## src/rtl/vga_fb_reader.sv

```systemverilog
// Frame-buffer reader: walks one H_VISIBLE x V_VISIBLE frame over an AXI-lite
// read channel and streams the returned words out as tagged pixels.
// Read issue is limited by credits, so the output FIFO can never overflow.
module vga_fb_reader #(
    parameter int unsigned AXI_ADDR_WIDTH = 20,
    parameter int unsigned AXI_DATA_WIDTH = 16,
    parameter int unsigned H_VISIBLE      = 640,
    parameter int unsigned V_VISIBLE      = 480,
    parameter int unsigned FIFO_DEPTH     = 4
) (
    input  logic                      clk,
    input  logic                      reset,
    input  logic                      frame_start,
    input  logic                      buf_sel,
    output logic                      busy,
    output logic [AXI_ADDR_WIDTH-1:0] axi_araddr,
    output logic                      axi_arvalid,
    input  logic                      axi_arready,
    input  logic [AXI_DATA_WIDTH-1:0] axi_rdata,
    input  logic [1:0]                axi_rresp,
    input  logic                      axi_rvalid,
    output logic                      axi_rready,
    output logic [AXI_DATA_WIDTH-1:0] pix_data,
    output logic                      pix_valid,
    input  logic                      pix_ready,
    output logic                      pix_last_x,
    output logic                      pix_last_frame,
    output logic                      rd_err
);

    localparam int unsigned OW   = AXI_ADDR_WIDTH - 1;
    localparam int unsigned XW   = (H_VISIBLE > 1) ? $clog2(H_VISIBLE) : 1;
    localparam int unsigned YW   = (V_VISIBLE > 1) ? $clog2(V_VISIBLE) : 1;
    localparam int unsigned PW   = $clog2(FIFO_DEPTH);
    localparam int unsigned CNTW = PW + 1;
    localparam int unsigned CW   = $clog2(FIFO_DEPTH + 1);
    localparam int unsigned EW   = AXI_DATA_WIDTH + 2;

    typedef enum logic [1:0] {
        ST_IDLE  = 2'd0,
        ST_READ  = 2'd1,
        ST_DRAIN = 2'd2
    } state_t;

    state_t            state_q,   state_d;
    logic              bufsel_q,  bufsel_d;
    logic              arvalid_q, arvalid_d;
    logic [OW-1:0]     offset_q,  offset_d;
    logic [XW-1:0]     x_q,       x_d;
    logic [YW-1:0]     y_q,       y_d;
    logic [CW-1:0]     credits_q, credits_d;
    logic [XW-1:0]     rx_q,      rx_d;
    logic [YW-1:0]     ry_q,      ry_d;
    logic [PW-1:0]     wr_ptr_q,  wr_ptr_d;
    logic [PW-1:0]     rd_ptr_q,  rd_ptr_d;
    logic [CNTW-1:0]   count_q,   count_d;
    logic              rd_err_q,  rd_err_d;
    logic [EW-1:0]     mem_q [FIFO_DEPTH];

    logic              ar_hs;
    logic              push;
    logic              pop;
    logic              ar_final;
    logic              rx_last;
    logic              ry_last;
    logic [EW-1:0]     wdata;
    logic [EW-1:0]     head;

    // Handshake and position decodes shared by the next-state logic
    assign ar_hs    = arvalid_q & axi_arready;
    assign push     = axi_rvalid;
    assign pop      = (count_q != '0) & pix_ready;
    assign ar_final = (x_q == XW'(H_VISIBLE - 1)) && (y_q == YW'(V_VISIBLE - 1));
    assign rx_last  = (rx_q == XW'(H_VISIBLE - 1));
    assign ry_last  = (ry_q == YW'(V_VISIBLE - 1));
    assign wdata    = {rx_last & ry_last, rx_last, axi_rdata};
    assign head     = mem_q[rd_ptr_q];

    // Next-state: frame control, address walk, credits, FIFO pointers, return tags
    always_comb begin
        state_d   = state_q;
        bufsel_d  = bufsel_q;
        arvalid_d = arvalid_q;
        offset_d  = offset_q;
        x_d       = x_q;
        y_d       = y_q;
        rx_d      = rx_q;
        ry_d      = ry_q;
        rd_err_d  = rd_err_q;
        wr_ptr_d  = wr_ptr_q;
        rd_ptr_d  = rd_ptr_q;
        credits_d = credits_q - CW'(ar_hs) + CW'(pop);
        count_d   = count_q + CNTW'(push) - CNTW'(pop);

        if (push) begin
            wr_ptr_d = wr_ptr_q + PW'(1);
            if (rx_last) begin
                rx_d = '0;
                ry_d = ry_q + YW'(1);
            end else begin
                rx_d = rx_q + XW'(1);
            end
            if (axi_rresp != 2'b00) begin
                rd_err_d = 1'b1;
            end
        end
        if (pop) begin
            rd_ptr_d = rd_ptr_q + PW'(1);
        end

        case (state_q)
            ST_IDLE: begin
                if (frame_start) begin
                    state_d   = ST_READ;
                    bufsel_d  = buf_sel;
                    rd_err_d  = 1'b0;
                    offset_d  = '0;
                    x_d       = '0;
                    y_d       = '0;
                    rx_d      = '0;
                    ry_d      = '0;
                    arvalid_d = (credits_d != '0);
                end
            end
            ST_READ: begin
                if (ar_hs) begin
                    if (ar_final) begin
                        arvalid_d = 1'b0;
                        state_d   = ST_DRAIN;
                    end else begin
                        offset_d  = offset_q + OW'(1);
                        if (x_q == XW'(H_VISIBLE - 1)) begin
                            x_d = '0;
                            y_d = y_q + YW'(1);
                        end else begin
                            x_d = x_q + XW'(1);
                        end
                        arvalid_d = (credits_d != '0);
                    end
                end else if (!arvalid_q) begin
                    arvalid_d = (credits_d != '0);
                end
            end
            ST_DRAIN: begin
                if (pop && head[EW-1]) begin
                    state_d = ST_IDLE;
                end
            end
            default: begin
                state_d   = ST_IDLE;
                arvalid_d = 1'b0;
            end
        endcase
    end

    // State and control registers
    always_ff @(posedge clk or negedge reset) begin
        if (!reset) begin
            state_q   <= ST_IDLE;
            bufsel_q  <= 1'b0;
            arvalid_q <= 1'b0;
            offset_q  <= '0;
            x_q       <= '0;
            y_q       <= '0;
            credits_q <= CW'(FIFO_DEPTH);
            rx_q      <= '0;
            ry_q      <= '0;
            wr_ptr_q  <= '0;
            rd_ptr_q  <= '0;
            count_q   <= '0;
            rd_err_q  <= 1'b0;
        end else begin
            state_q   <= state_d;
            bufsel_q  <= bufsel_d;
            arvalid_q <= arvalid_d;
            offset_q  <= offset_d;
            x_q       <= x_d;
            y_q       <= y_d;
            credits_q <= credits_d;
            rx_q      <= rx_d;
            ry_q      <= ry_d;
            wr_ptr_q  <= wr_ptr_d;
            rd_ptr_q  <= rd_ptr_d;
            count_q   <= count_d;
            rd_err_q  <= rd_err_d;
        end
    end

    // FIFO storage; contents are don't-care while the count says empty
    always_ff @(posedge clk) begin
        if (push) begin
            mem_q[wr_ptr_q] <= wdata;
        end
    end

    assign busy           = (state_q != ST_IDLE);
    assign axi_araddr     = {bufsel_q, offset_q};
    assign axi_arvalid    = arvalid_q;
    assign axi_rready     = 1'b1;
    assign pix_valid      = (count_q != '0);
    assign pix_data       = head[AXI_DATA_WIDTH-1:0];
    assign pix_last_x     = head[EW-2];
    assign pix_last_frame = head[EW-1];
    assign rd_err         = rd_err_q;

endmodule
```

## config.mk

```make
export PLATFORM = sky130hd
export DESIGN_NAME = vga_fb_reader
export DESIGN_NICKNAME = d
export VERILOG_FILES = /design/src/rtl/vga_fb_reader.sv
export SDC_FILE = /design/constraint.sdc
export NUM_CORES = 1
export LEC_CHECK = 0
export ABC_AREA = 1
export ABC_CLOCK_PERIOD_IN_PS = 7600
export CORE_MARGIN = 4
export CORE_UTILIZATION = 60
export DETAILED_ROUTE_END_ITERATION = 12
export PLACE_DENSITY = 0.83
export SETUP_SLACK_MARGIN = 0.15
export SYNTH_ARGS = -nofsm -noshare
export SYNTH_HDL_FRONTEND = slang
export SYNTH_SLANG_ARGS = --single-unit
export TNS_END_PERCENT = 30
```

## constraint.sdc

```tcl
create_clock -name clk -period 7.6 [get_ports clk]
set_input_delay 1.14 -clock clk [delete_from_list [all_inputs] [get_ports clk]]
set_output_delay 1.14 -clock clk [all_outputs]
set_load 0.05 [all_outputs]
```

==> flow_metrics.tcl, run 1 <==
set metrics [dict create \
    hp-class "flip-flop to flip-flop" \
    worstPathRequired_ns 6.46 \
    start_kind "flip-flop" \
    vias_per_cell 5.61 \
    cts.sinks 144 \
    tightest_slew_ns 1.10 \
    busiest_layer "met2" \
    syn-num-nets 791 \
    cts_buffer_depth 2 \
    synth_area_sq_um 6970 \
    cts_tree "built" \
    endpoint_kind "primary output" \
    synth_ff_type "edfxtp_1" \
    io_buffer_count 66 \
    synth_cell_type_count 40 \
    track_usage_pct 24.0 \
    ctsHtreeMaxLevel 4 \
    post_cts_resized 0 \
    diodes 0 \
    grt_pass1_vias 5442 \
    rows 39 \
    hold_buffers 0 \
    rr_startpoint "rd_ptr_q[0]" \
    chipWidth_um 116 \
    synthArstFlopShare_pct 50.0 \
    arrival_ns 3.86 \
    synth_seq_area_share_pct 56.9 \
    powerDensity_nw_per_um2 379 \
    cp_cell_sequence "clkinv_1 > o21ai_1 > o22ai_1 > clkdlybuf4s50_1" \
    maxCapViolations 0 \
    yosysWarnings 0 \
    ys_seq_elements 144 \
    grtUsageMet1_pct 30.5 \
    wl_um 15300 \
    antenna_found_initial 0 \
    drive_gt1_share_pct 7.26 \
    avgSynthCellArea_sq_um 9.28 \
    syn_to_final_growth_pct 19.1 \
    hold_viol 0 \
    worstSetupPathType "flip-flop to primary output" \
    drcViolationCount 0 \
    grt_max_degree 73 \
    synthMuxAreaShare_pct 0 \
    synthAdderAreaFrac_pct 2.91 \
    fp.coreArea_sq_um 11400 \
    finalSetupViolCount 0 \
    synth_compound_area_share_pct 9.07 \
    reg2regPathDepth 6 \
    synth_top_family_by_area "simple AND/OR/NAND/NOR gates" \
    dp_hpwl_um 10100 \
    r2r_setup_slack_ns 4.53 \
    grt.met2_usage_pct 40.8 \
    clock_latency_ns 0.42 \
    die_y_um 116 \
    rr_endpoint "state_q[1]" \
    pin_count 68 \
    grt_overflow 0 \
    max_slew_margin_pct 26.5 \
    layout.nets 855 \
    irDropWorstVdd_mv 0.322 \
    cts-root-buf "clkbuf_16" \
    final_antenna_net_count 0 \
    first_pass_iters 5 \
    outcome "finished clean" \
    finalPower_uw 3150 \
    clock.fmax_mhz 200 \
    cp_slowest_cell "dfrtp_1" \
    dieArea_sq_um 13400 \
    met3_usage_pct 4.54 \
    routedWlPerCell_um 15.8 \
    grt_pass1_wl_um 25200 \
    place_congestion 0.872 \
    post-route-min-period_ns 5.00 \
    cts_setup_buffers 0 \
    n_fill_cell 796 \
    max_stage_delay_ns 1.07 \
    synth_xor_area_share_pct 3.65 \
    postSynthCellCount 751 \
    p_leak_uw 0.00342 \
    yosys-top-cells-area "edfxtp_1, dfrtp_1, nand2_1" \
    synthDominantCellAreaShare_pct 31.0 \
    startpoint "rd_ptr_q[0]" \
    synth_area_leader_cell "edfxtp_1" \
    mostFrequentLayoutCell "nand2_1" \
    vias 5437 \
    clk_pin_slew_ns 0.06 \
    critPathMaxFanout 39 \
    drt_first_iter_violations 439 \
    finalClockSkew_ns 0.00622 \
    rsz0062_at_grt "no" \
    critPathCapture "pix_last_frame" \
    initial_utilization_pct 61.3 \
    synth-edff-count 72 \
    synth-simple-area-share_pct 21.7 \
    finalSetupTns_ns 0 \
    cts_made_buffers 17 \
    period_share_pct 65.8 \
    mostFrequentLayoutCells "nand2_1, nor2_1, edfxtp_1, dfrtp_1, clkdlybuf4s50_1" \
    drv_slew 0 \
]
[logic make-up after synthesis]
logic type | after synthesis
AO/OA/AOI/OAI | 107
adder cells (fa/ha/maj) | 15
other | 1
flip-flops | 144
XOR/XNOR | 29
buffers and inverters | 93
AND/OR/NAND/NOR | 362
[per-stage QoR]
step                      cells  worst slack (ns)  util, %  hold WS, ns  instance area (sq um)
final                       970              2.60     73.0        0.479                   8300
after detailed placement    939              3.03     67.6        0.463                   7680
after global placement      939              3.31     67.6        0.458                   7680
after global routing        970              2.28     73.0        0.518                   8300
after floorplan             751              4.49        -        0.443                   6970
after CTS                   970              2.55     73.0        0.482                   8300
[critical path, delay by kind of cell (launching register included)]
kind / cells / cell delay (ns)
flops: 1 / 1.07
compound gates: 2 / 0.58
buf+inv: 2 / 1.79
[registers in the layout, summed over array words and instances (netlist names)]
register / cells
wr_ptr_q: 2
rd_err: 1
x_q: 10
rx_q: 10
credits_q: 3
ry_q: 9
y_q: 9
axi_arvalid: 1
rd_ptr_q: 2
offset_q: 19
state_q: 2
count_q: 3
mem_q: 72
bufsel_q: 1
[how the worst min path moves through the flow]
| stage | startpoint | slack (ns) | cells after the start | endpoint |
|---|---|---|---|---|
| global placement | bufsel_q | 0.46 | 2 | bufsel_q |
| global route | bufsel_q | 0.52 | 2 | bufsel_q |
| detailed placement | bufsel_q | 0.46 | 2 | bufsel_q |
| floorplan | bufsel_q | 0.44 | 2 | bufsel_q |
| CTS | bufsel_q | 0.48 | 2 | bufsel_q |
| finish | bufsel_q | 0.48 | 2 | bufsel_q |
[layout make-up]
type                    instances  area (sq um)  area share (%)
clock inverters                14           193            2.32
inverters                      71           267            3.21
clock buffers                  17           425            5.13
well taps                     143           179            2.16
repair buffers                 67           663            7.99
multi-input cells             514          2610            31.4
flip-flops and latches        144          3970            47.8
[power breakdown]
group	total [uW]	switching, uW	leakage [uW]	internal, uW
Sequential	1110	128	0.00161	982
Combinational	1160	805	0.00151	355
Clock	875	348	0.000301	527
[cell usage after synthesis, types with 3 or more instances]
| cell type | number |
|---|---|
| edfxtp_1 | 72 |
| dfrtp_1 | 71 |
| buf_4 | 3 |
| nor2_2 | 3 |
| o21bai_1 | 6 |
| ha_1 | 13 |
| nor2_1 | 115 |
| nand4_1 | 15 |
| nand2_2 | 4 |
| buf_6 | 3 |
| xnor2_1 | 6 |
| o21ai_1 | 8 |
| inv_1 | 63 |
| inv_2 | 6 |
| clkbuf_1 | 14 |
| nand3_1 | 38 |
| xor2_1 | 23 |
| and3_1 | 3 |
| nor3_1 | 4 |
| a21oi_1 | 6 |
| o22ai_1 | 18 |
| o21ai_0 | 54 |
| nand2_1 | 173 |
| o21ai_2 | 8 |
[routing by layer]
metal | up-vias | wire (um)
met1 | 2591 | 6280
met5 | - | 0
met2 | 202 | 7820
met3 | 29 | 878
li1 | 2615 | -
met4 | 0 | 314
(Power assumes the default switching activity.)
==> run 2, diff against run 1 <==
Settings changed: ABC_CLOCK_PERIOD_IN_PS 7600 to 4100, CORE_UTILIZATION 60 to 52, PLACE_DENSITY 0.83 to 0.77.
Clock period 7.6 ns to 4.1 ns, I/O delays scaled along.
==> flow_metrics.tcl, run 2 (synthesized netlist as in run 1, its figures left out) <==
set metrics [dict create \
    pin_count 68 \
    drive_gt1_share_pct 7.23 \
    p_clk_share_pct 27.7 \
    worstSetupPathType "flip-flop to primary output" \
    antenna_found_initial 0 \
    setup_slack_ns 0.641 \
    grt_overflow 0 \
    n_fill_cell 1040 \
    cts_setup_buffers 0 \
    drcViolationCount 0 \
    worstPathRequired_ns 3.48 \
    outcome "finished clean" \
    clk_pin_slew_ns 0.06 \
    switching_share_pct 39.5 \
    fp.coreArea_sq_um 13200 \
    first_pass_iters 7 \
    critPathMaxFanout 36 \
    grt_max_degree 73 \
    register_area_sq_um 3970 \
    die_y_um 124 \
    irDropWorstVdd_mv 0.297 \
    initial_utilization_pct 52.8 \
    ctsHtreeMaxLevel 4 \
    largest_register_ffs 72 \
    hp-class "primary input to asynchronous set/reset pin" \
    max_slew_margin_pct 38.3 \
    mostFrequentLayoutCells "nand2_1, nor2_1, edfxtp_1, dfrtp_1, clkdlybuf4s50_1" \
    finalSetupTns_ns 0 \
    wl_um 14200 \
    diodes 0 \
    track_usage_pct 19.8 \
    finalClockSkew_ns 0.00581 \
    dp_slack_ns 0.934 \
    cellInternalPower_uw 3510 \
    p_seq_share_pct 34.2 \
    hold_viol 0 \
    cts-root-buf "clkbuf_16" \
    routedWlPerCell_um 14.1 \
    syn_to_final_growth_pct 20.0 \
    power_switching_uw 2290 \
    place_congestion 0.921 \
    cts_made_buffers 17 \
    chipWidth_um 124 \
    start_kind "flip-flop" \
    top_regs "mem_q x72, offset_q x19" \
    comb_power_share_pct 38.1 \
    period_share_pct 84.4 \
    cts_buffer_depth 2 \
    tightest_slew_ns 0.926 \
    vias_per_cell 5.23 \
    arrival_ns 2.84 \
    cts.sinks 144 \
    rsz0062_at_grt "no" \
    layout.nets 857 \
    finalSetupViolCount 0 \
    io_buffer_count 66 \
    drv_slew 0 \
    clock_latency_ns 0.42 \
    grt_pass1_wl_um 23600 \
    vias 5261 \
    final_antenna_net_count 0 \
    holdWs_ns 0.327 \
    maxCapViolations 0 \
    grt_pass1_vias 5070 \
    regMostFlops "mem_q" \
    post_cts_resized 0 \
    p_leak_uw 0.00341 \
    multiInputGateArea_sq_um 2610 \
    rows 42 \
    cts_tree "built" \
    post-route-min-period_ns 3.46 \
    dieArea_sq_um 15300 \
    hold_buffers 0 \
    powerDensity_nw_per_um2 693 \
    dp_hpwl_um 9470 \
    clock.fmax_mhz 289 \
    drt_first_iter_violations 455 \
    endpoint_kind "primary output" \
    mostFrequentLayoutCell "nand2_1" \
]
==> run 2: cell types whose count changed in the layout (fill, tap and decap cells not counted), sizes merged <==
cell      before  now
inv           77   70
clkinvlp       1    5
buf            2    4
clkbuf        17   19
bufinv         3    4
clkinv         4    5
==> run 2: area by class of cell <==
cell class | instances | area share (%)
Timing Repair Buffer | 69 | 8.14
Clock buffer | 19 | 5.18
Sequential cell | 144 | 47.4
Tap cell | 176 | 2.63
Clock inverter | 13 | 2.24
Inverter | 71 | 3.19
Multi-Input combinational cell | 514 | 31.2
==> run 2: worst paths after layout <==
kind | from | endpoint | slack, ns | cells past startpoint
worst max-delay path | rd_ptr_q[0] | pix_data[7] | 0.64 | 4
worst min-delay path | reset | y_q[3] | 0.33 | 1
worst max register to register | count_q[1] | axi_arvalid | 1.50 | 17
worst min register to register | bufsel_q | bufsel_q | 0.49 | 2
max in group asynchronous | reset | rx_q[7] | 3.17 | 1
min in group clk | bufsel_q | bufsel_q | 0.49 | 2
==> run 2: worst max-delay path, cell delays in order, from the launching register on <==
cell and delay, ns:
dfrtp_1 0.36, clkinv_1 0.71, o21ai_0 0.50, o22ai_1 0.13
clkdlybuf4s50_1 0.72
==> run 2: stage by stage <==
stage | std cells | total power (uW) | util (%) | instance area, sq um
floorplan | 751 | 3610 | - | 6970
global placement | 974 | 4150 | 58.7 | 7740
detailed placement | 974 | 4230 | 58.7 | 7740
CTS | 1006 | 5840 | 63.4 | 8360
global route | 1006 | 6130 | 63.4 | 8360
finish | 1006 | 5800 | 63.4 | 8360
==> run 2: per-layer routing <==
| metal | track usage [%] | share of wire [%] | up-vias |
|---|---|---|---|
| met5 | 0 | 0 | - |
| met3 | 4.50 | 4.6 | 21 |
| li1 | - | - | 2620 |
| met4 | 7.47 | 1.7 | 0 |
| met2 | 32.9 | 48 | 117 |
| met1 | 25.3 | 45 | 2503 |
==> run 2: power by group through the flow <==
| stage | registers (uW) | logic (uW) | clock network, uW |
|---|---|---|---|
| finish | 1980 | 2210 | 1600 |
| CTS | 1980 | 2230 | 1620 |
| floorplan | 2050 | 1560 | 0 |
| global route | 2010 | 2410 | 1700 |
| detailed placement | 2010 | 2230 | 0 |
| global placement | 1990 | 2160 | 0 |
==> run 3, diff against run 2 <==
Settings changed: ABC_CLOCK_PERIOD_IN_PS 4100 to 3600, CORE_UTILIZATION 52 to 57, PLACE_DENSITY 0.77 to 0.8.
Clock period 4.1 ns to 3.6 ns, I/O delays scaled along.
==> flow_metrics.tcl, run 3 (synthesized netlist as in run 1, its figures left out) <==
set metrics [dict create \
    dp_hpwl_um 9690 \
    mostFrequentLayoutCell "nand2_1" \
    critPathMaxFanout 19 \
    max_stage_delay_ns 0.62 \
    comb_power_share_pct 38.3 \
    wl_um 14800 \
    top_regs "mem_q x72, offset_q x19" \
    cts_buffer_depth 2 \
    finalSetupViolCount 0 \
    initial_utilization_pct 58.0 \
    first_pass_iters 6 \
    worstSetupPathType "flip-flop to primary output" \
    track_usage_pct 22.2 \
    p_clk_share_pct 26.1 \
    finalSetupTns_ns 0 \
    grt_overflow 0 \
    largest_register_ffs 72 \
    hold_buffers 0 \
    drcViolationCount 0 \
    vias 5361 \
    grt_max_degree 39 \
    placed_cells 947 \
    chipWidth_um 119 \
    p_leak_uw 0.00342 \
    cellInternalPower_uw 3750 \
    clock_latency_ns 0.42 \
    clock.fmax_mhz 351 \
    place_congestion 0.847 \
    endpoint_kind "primary output" \
    grt_pass1_vias 5276 \
    io_buffer_count 66 \
    register_area_sq_um 3970 \
    syn_to_final_growth_pct 18.2 \
    worstPathRequired_ns 3.06 \
    grt_pass1_wl_um 25100 \
    diodes 0 \
    irDropWorstVdd_mv 0.317 \
    switching_share_pct 41.7 \
    antenna_found_initial 0 \
    hold_viol 0 \
    cts_setup_buffers 0 \
    pin_count 68 \
    clk_pin_slew_ns 0.06 \
    drt_first_iter_violations 443 \
    tightest_slew_ns 0.875 \
    mostFrequentLayoutCells "nand2_1, nor2_1, edfxtp_1, dfrtp_1, inv_1" \
    post-route-min-period_ns 2.85 \
    cts_tree "built" \
    rsz0062_at_grt "no" \
    period_share_pct 79.1 \
    layout.nets 859 \
    finalPower_uw 6420 \
    p_seq_share_pct 35.6 \
    power_switching_uw 2680 \
    max_slew_margin_pct 41.3 \
    finalClockSkew_ns 0.00754 \
    start_kind "flip-flop" \
    powerDensity_nw_per_um2 780 \
    final_antenna_net_count 0 \
    post_cts_resized 0 \
    ctsHtreeMaxLevel 4 \
    routedWlPerCell_um 15.1 \
    die_y_um 119 \
    vias_per_cell 5.48 \
    drive_gt1_share_pct 9.74 \
    cp_cell_sequence "inv_1 > o21ai_1 > o22ai_1 > buf_4" \
    n_fill_cell 907 \
    arrival_ns 2.31 \
    dp_slack_ns 0.509 \
    dieArea_sq_um 14100 \
    fp.coreArea_sq_um 12000 \
    final_util_pct 68.6 \
    outcome "finished clean" \
    maxCapViolations 0 \
    multiInputGateArea_sq_um 2610 \
    finalNonFillerCells 979 \
    regMostFlops "mem_q" \
    cp_slowest_cell "dfrtp_1" \
    drv_slew 0 \
    cts-root-buf "clkbuf_16" \
    cts.sinks 144 \
    cts_made_buffers 17 \
    rows 40 \
    hp-class "primary input to asynchronous set/reset pin" \
    setup_slack_ns 0.753 \
]
## run 3: through the flow
stage / area (sq um) / hold slack, ns
floorplan: 6970 / 0.244
global placement: 7670 / 0.457
detailed placement: 7670 / 0.469
CTS: 8230 / 0.113
global route: 8230 / 0.132
finish: 8230 / 0.113
## run 3: worst paths after layout
kind	startpoint	end	slack (ns)	cells past startpoint
worst min register to register	bufsel_q	bufsel_q	0.48	2
worst max-delay path	rd_ptr_q[1]	pix_last_frame	0.75	4
worst min-delay path	reset	x_q[3]	0.11	1
max in group asynchronous	reset	rx_q[3]	2.66	2
min in group clk	bufsel_q	bufsel_q	0.48	2
worst max register to register	count_q[1]	axi_arvalid	1.01	16
## run 3: per-layer routing
layer,wire length (um),GRT usage (%)
met1,6450,28.2
met2,7420,36.7
met3,730,5.98
met4,226,8.11
met5,0,0
## run 3: power groups by stage
stage / registers (uW) / clock network (uW) / logic, uW
after floorplan: 2330 / 0 / 1780
after global placement: 2300 / 0 / 2390
after detailed placement: 2310 / 0 / 2470
after CTS: 2290 / 1690 / 2480
after global routing: 2320 / 1790 / 2690
final: 2290 / 1680 / 2460
## run 3: final cells by class
cell class	instances	area share, %
sequential	144	48.2
clock inverter	13	1.58
inverter	71	3.24
clock buffer	19	5.26
tap	147	2.23
timing repair buffer	71	7.87
multi-input combinational	514	31.7
## run 3: critical path, delay by kind of cell (launching register included)
family	cells	cell delay, ns
buf+inv	2	0.82
compound gates	2	0.45
flops	1	0.62
